`src/rtl/div.sv`:
```
// Sequential signed divider: one restoring step per clock, quotient in lo and remainder in hi.
// The start/end handshake matches the sequential multiplier.
//
// state | meaning
// IDLE  | waiting for div_start; a zero divisor completes here in one edge
// CALC  | 32 restoring-division iterations on the magnitudes
// FIX   | apply signs and publish the result on lo/hi
module div #(
  parameter int DATA_W = 32
) (
  input  logic              clk,
  input  logic              rst,
  input  logic              div_start,
  input  logic [DATA_W-1:0] A,
  input  logic [DATA_W-1:0] B,
  output logic [DATA_W-1:0] hi,
  output logic [DATA_W-1:0] lo,
  output logic              div_end,
  output logic              div_zero
);

  typedef enum logic [1:0] {
    IDLE = 2'd0,
    CALC = 2'd1,
    FIX  = 2'd2
  } state_t;

  localparam logic [5:0] LAST_ITER = 6'(DATA_W - 1);

  state_t            state_q, state_d;
  logic [DATA_W-1:0] quo_q, quo_d;
  logic [DATA_W-1:0] rem_q, rem_d;
  logic [DATA_W-1:0] dvs_q, dvs_d;
  logic [5:0]        count_q, count_d;
  logic              sign_q_q, sign_q_d;
  logic              sign_r_q, sign_r_d;
  logic [DATA_W-1:0] hi_q, hi_d;
  logic [DATA_W-1:0] lo_q, lo_d;
  logic              div_end_q, div_end_d;
  logic              div_zero_q, div_zero_d;

  logic [DATA_W-1:0] a_mag;
  logic [DATA_W-1:0] b_mag;
  logic [DATA_W:0]   rem_sh;
  logic [DATA_W:0]   trial;

  // The most negative value maps onto itself, which is its correct unsigned magnitude.
  assign a_mag = A[DATA_W-1] ? (DATA_W'(0) - A) : A;
  assign b_mag = B[DATA_W-1] ? (DATA_W'(0) - B) : B;

  assign rem_sh = {rem_q, quo_q[DATA_W-1]};
  assign trial  = rem_sh - {1'b0, dvs_q};

  always_comb begin
    state_d    = state_q;
    quo_d      = quo_q;
    rem_d      = rem_q;
    dvs_d      = dvs_q;
    count_d    = count_q;
    sign_q_d   = sign_q_q;
    sign_r_d   = sign_r_q;
    hi_d       = hi_q;
    lo_d       = lo_q;
    div_end_d  = div_end_q;
    div_zero_d = div_zero_q;

    case (state_q)
      IDLE: begin
        if (div_start) begin
          sign_q_d   = A[DATA_W-1] ^ B[DATA_W-1];
          sign_r_d   = A[DATA_W-1];
          quo_d      = a_mag;
          dvs_d      = b_mag;
          rem_d      = '0;
          count_d    = '0;
          div_end_d  = 1'b0;
          div_zero_d = 1'b0;
          if (B == '0) begin
            div_end_d  = 1'b1;
            div_zero_d = 1'b1;
          end else begin
            state_d = CALC;
          end
        end
      end

      CALC: begin
        // A negative trial means the shifted remainder is kept as-is.
        if (trial[DATA_W]) begin
          rem_d = rem_sh[DATA_W-1:0];
          quo_d = {quo_q[DATA_W-2:0], 1'b0};
        end else begin
          rem_d = trial[DATA_W-1:0];
          quo_d = {quo_q[DATA_W-2:0], 1'b1};
        end
        count_d = count_q + 6'd1;
        if (count_q == LAST_ITER) begin
          state_d = FIX;
        end
      end

      FIX: begin
        lo_d       = sign_q_q ? (DATA_W'(0) - quo_q) : quo_q;
        hi_d       = sign_r_q ? (DATA_W'(0) - rem_q) : rem_q;
        div_end_d  = 1'b1;
        div_zero_d = 1'b0;
        state_d    = IDLE;
      end

      default: begin
        state_d = IDLE;
      end
    endcase
  end

  always_ff @(posedge clk or negedge rst) begin
    if (!rst) begin
      state_q    <= IDLE;
      quo_q      <= '0;
      rem_q      <= '0;
      dvs_q      <= '0;
      count_q    <= '0;
      sign_q_q   <= 1'b0;
      sign_r_q   <= 1'b0;
      hi_q       <= '0;
      lo_q       <= '0;
      div_end_q  <= 1'b0;
      div_zero_q <= 1'b0;
    end else begin
      state_q    <= state_d;
      quo_q      <= quo_d;
      rem_q      <= rem_d;
      dvs_q      <= dvs_d;
      count_q    <= count_d;
      sign_q_q   <= sign_q_d;
      sign_r_q   <= sign_r_d;
      hi_q       <= hi_d;
      lo_q       <= lo_d;
      div_end_q  <= div_end_d;
      div_zero_q <= div_zero_d;
    end
  end

  assign hi       = hi_q;
  assign lo       = lo_q;
  assign div_end  = div_end_q;
  assign div_zero = div_zero_q;

endmodule

```
`config.mk`:
```
export PLATFORM = sky130hd
export DESIGN_NAME = div
export DESIGN_NICKNAME = d
export VERILOG_FILES = /design/src/rtl/div.sv
export SDC_FILE = /design/constraint.sdc
export NUM_CORES = 1
export LEC_CHECK = 0
export ABC_CLOCK_PERIOD_IN_PS = 9500
export CAP_MARGIN = 10
export CORE_MARGIN = 3
export CORE_UTILIZATION = 40
export CTS_CLUSTER_SIZE = 28
export DETAILED_ROUTE_END_ITERATION = 12
export PLACE_DENSITY = 0.58
export SLEW_MARGIN = 20
export SYNTH_ARGS = -nofsm -noshare
export SYNTH_HDL_FRONTEND = slang
export SYNTH_SLANG_ARGS = --single-unit
```
`constraint.sdc`:
```
create_clock -name clk -period 9.5 [get_ports clk]
set_input_delay 2.85 -clock clk [delete_from_list [all_inputs] [get_ports clk]]
set_output_delay 2.85 -clock clk [all_outputs]
set_load 0.03 [all_outputs]
```
==> flow_summary.toml <==
[yosys]
ys_types = 69
ys_seq_elements = 172
yosys.area.top_type = "dfrtp_1"
seq_area_frac_synth = 0.3875
syn_avg_cell_area_sq_um = 8.802
ys.flop_type = "dfrtp_1"
synth.most_common_cell = "nand2_1"
async_flop_share = 1.000
synth_top_cell_area_share = 0.3875
synth-edff-count = 0
ys.warnings.count = 0
synthTopCellsByArea = "dfrtp_1 39%, xor2_1 9.2%, o21ai_0 7.7%"
synthCells = 1262
synthTopCellsByCount = "180 x nand2_1, 172 x dfrtp_1, 172 x o21ai_0, 117 x xor2_1, 59 x clkbuf_1"
synth_area_sq_um = 11110
syn_nets = 1367

[min_path]
hold_path_class = "reg -> reg"

[worst_setup_path]
path_cells = "clkdlybuf4s50_1 > nor4_1 > nand3_1 > or3_1 > or3_1 > o41ai_2 > xor2_1 > o21ai_1"
crit_fanout = 5
worst_setup_path_end_kind = "flop"
start_kind = "input port"
critPathSlowestCell = "nor4_1"
required_ns = 9.78
critPathKind = "in -> reg"
cpMostUsedCell = "or3_1"
arrival_ns = 5.53
slowest_delay_ns = 0.57

[finish]
drive_above_1_share = 0.05348
layout.nets = 1457
final_util = 0.4902
stdcell_count = 1737
antenna_cells = 0
syn_to_final_growth_pct = 19.60

[run]
max-cap-violations = 0

[route]
vias_per_cell = 5.314
ant_nets = 0
vias = 9231
dr.pass1.iters = 7
drt_iter0_markers = 439
wirelength_mm = 28.41
post-route-drc-count = 0
detail_route.wl_per_cell_microns = 16.36

[global_routing]
antenna_found_initial = 0
overflow = 0
grt_max_degree = 107
grt_pass1_wl_mm = 47.91
grt_use_total = 0.1920
grt_pass1_vias = 8994

[floorplan]
die-area_sq_um = 29810
num_rows = 60
ios = 133
fp.dieW_microns = 172.6
coreArea_sq_um = 27100
initial_core_util = 0.4099
die_y_microns = 172.6

[sta]
slew_headroom = 0.2852
worstMarginPinSlew_ns = 1.072
finalSetupViolCount = 0
rsz0062_at_grt = "no"
fin_worst_skew_ns = 0.01185
finalHoldViolations = 0
period_share = 0.5532
fin_crit_ns = 5.256
fmaxAchievable_mhz = 190.3
hold_ws_ns = 0.4767
drv_slew = 0
tns_ns = 0

[clocking]
postCtsSetupRepairBufs = 0
ctsResizeCount = 0
cts_max_level = 4
clkTransAtPathRegs_ns = 0.07
clock-sinks = 172
cts_buffer_depth = 2
cts-buffers-inserted = 17
clock_latency_ns = 0.43
clock-root-buffer = "clkbuf_16"
cts_tree = "built"
hold_buffers = 0

[placement]
place_congestion = 0.8792
io_buffers = 132
dpl.hpwl_mm = 20.58
dp_cells = 1705

[pwr]
p_total_w = 0.004153
total_leakage_power_nw = 5.543
peakVddDrop_mv = 0.1626
power.density_nw_per_um2 = 312.6

[run_status]
outcome = "finished, final reports clean"
-- routing by layer --
layer	track usage	vias up	wire [microns]
met4	0.05002	0	396
met1	0.2921	4312	14770
met5	0	-	0
met2	0.2880	193	12240
met3	0.02503	24	1008
li1	-	4702	-
-- power by group --
part	internal [W]	switching [W]
clock	0.000387	0.000315
combinational	0.000978	0.00119
sequential	0.000945	0.000336
total	0.00231	0.00184
-- placed cells by master (no fill, tap or decap), drive strengths merged, types with 26 or more instances in the layout --
master and instances:
o31ai 37, a21oi 34, nor2 37, nand2 180
ha 37, a22oi 30, nand3 42, xor2 118
clkdlybuf4s50 131, xnor2 29, o21ai 205, inv 51
mux2i 26, dfrtp 172
-- critical path: cells and delay by family --
kind / cells / cell delay [ns]
xor+xnor: 1 / 0.18
buf+inv: 1 / 0.46
compound gates: 2 / 0.31
simple gates: 4 / 1.73
-- stage by stage --
stage	worst slack, ns	area [sq um]
after CTS	4.265	13280
after global placement	3.872	12700
after global routing	3.942	13290
after floorplan	4.476	11110
after detailed placement	3.815	12700
final	4.244	13290
-- cell families (layout without fill, tap and decap cells) --
| kind of cell | count (synthesis) | after routing | share of synthesized area |
|---|---|---|---|
| buf+inv | 117 | 220 | 0.04156 |
| fa+ha+maj | 38 | 38 | 0.04348 |
| mux | 28 | 28 | 0.02546 |
| flops | 172 | 172 | 0.3875 |
| compound gates | 396 | 396 | 0.2255 |
| simple gates | 364 | 364 | 0.1589 |
| xor+xnor | 147 | 147 | 0.1176 |
-- path summary, 6_finish.rpt --
kind / start / end / slack, ns / cells after the start
setup / recovery: A[4] / quo_q[30] / 4.24 / 8
hold / removal: lo[21] / lo[21] / 0.48 / 2
setup reg to reg: quo_q[31] / rem_q[30] / 5.58 / 12
hold reg to reg: lo[21] / lo[21] / 0.48 / 2
max in group asynchronous: rst / rem_q[2] / 5.72 / 2
min in group asynchronous: rst / hi[11] / 2.50 / 1
-- final cells by class --
cell class	count	area (sq um)
fill	2584	13820
clock inverter	10	106.4
tap	372	465.4
multi-input combinational	973	6365
timing repair buffer	141	1394
sequential	172	4304
inverter	47	176.4
clock buffer	22	474.2
-- state kept, by name, summed over array words and instances (netlist names) --
signal	flops
dvs_q	32
quo_q	32
state_q	2
count_q	6
sign_r_q	1
div_end	1
hi	32
rem_q	32
div_zero	1
lo	32
sign_q_q	1
Note: power is estimated with default switching activity, not from simulation.
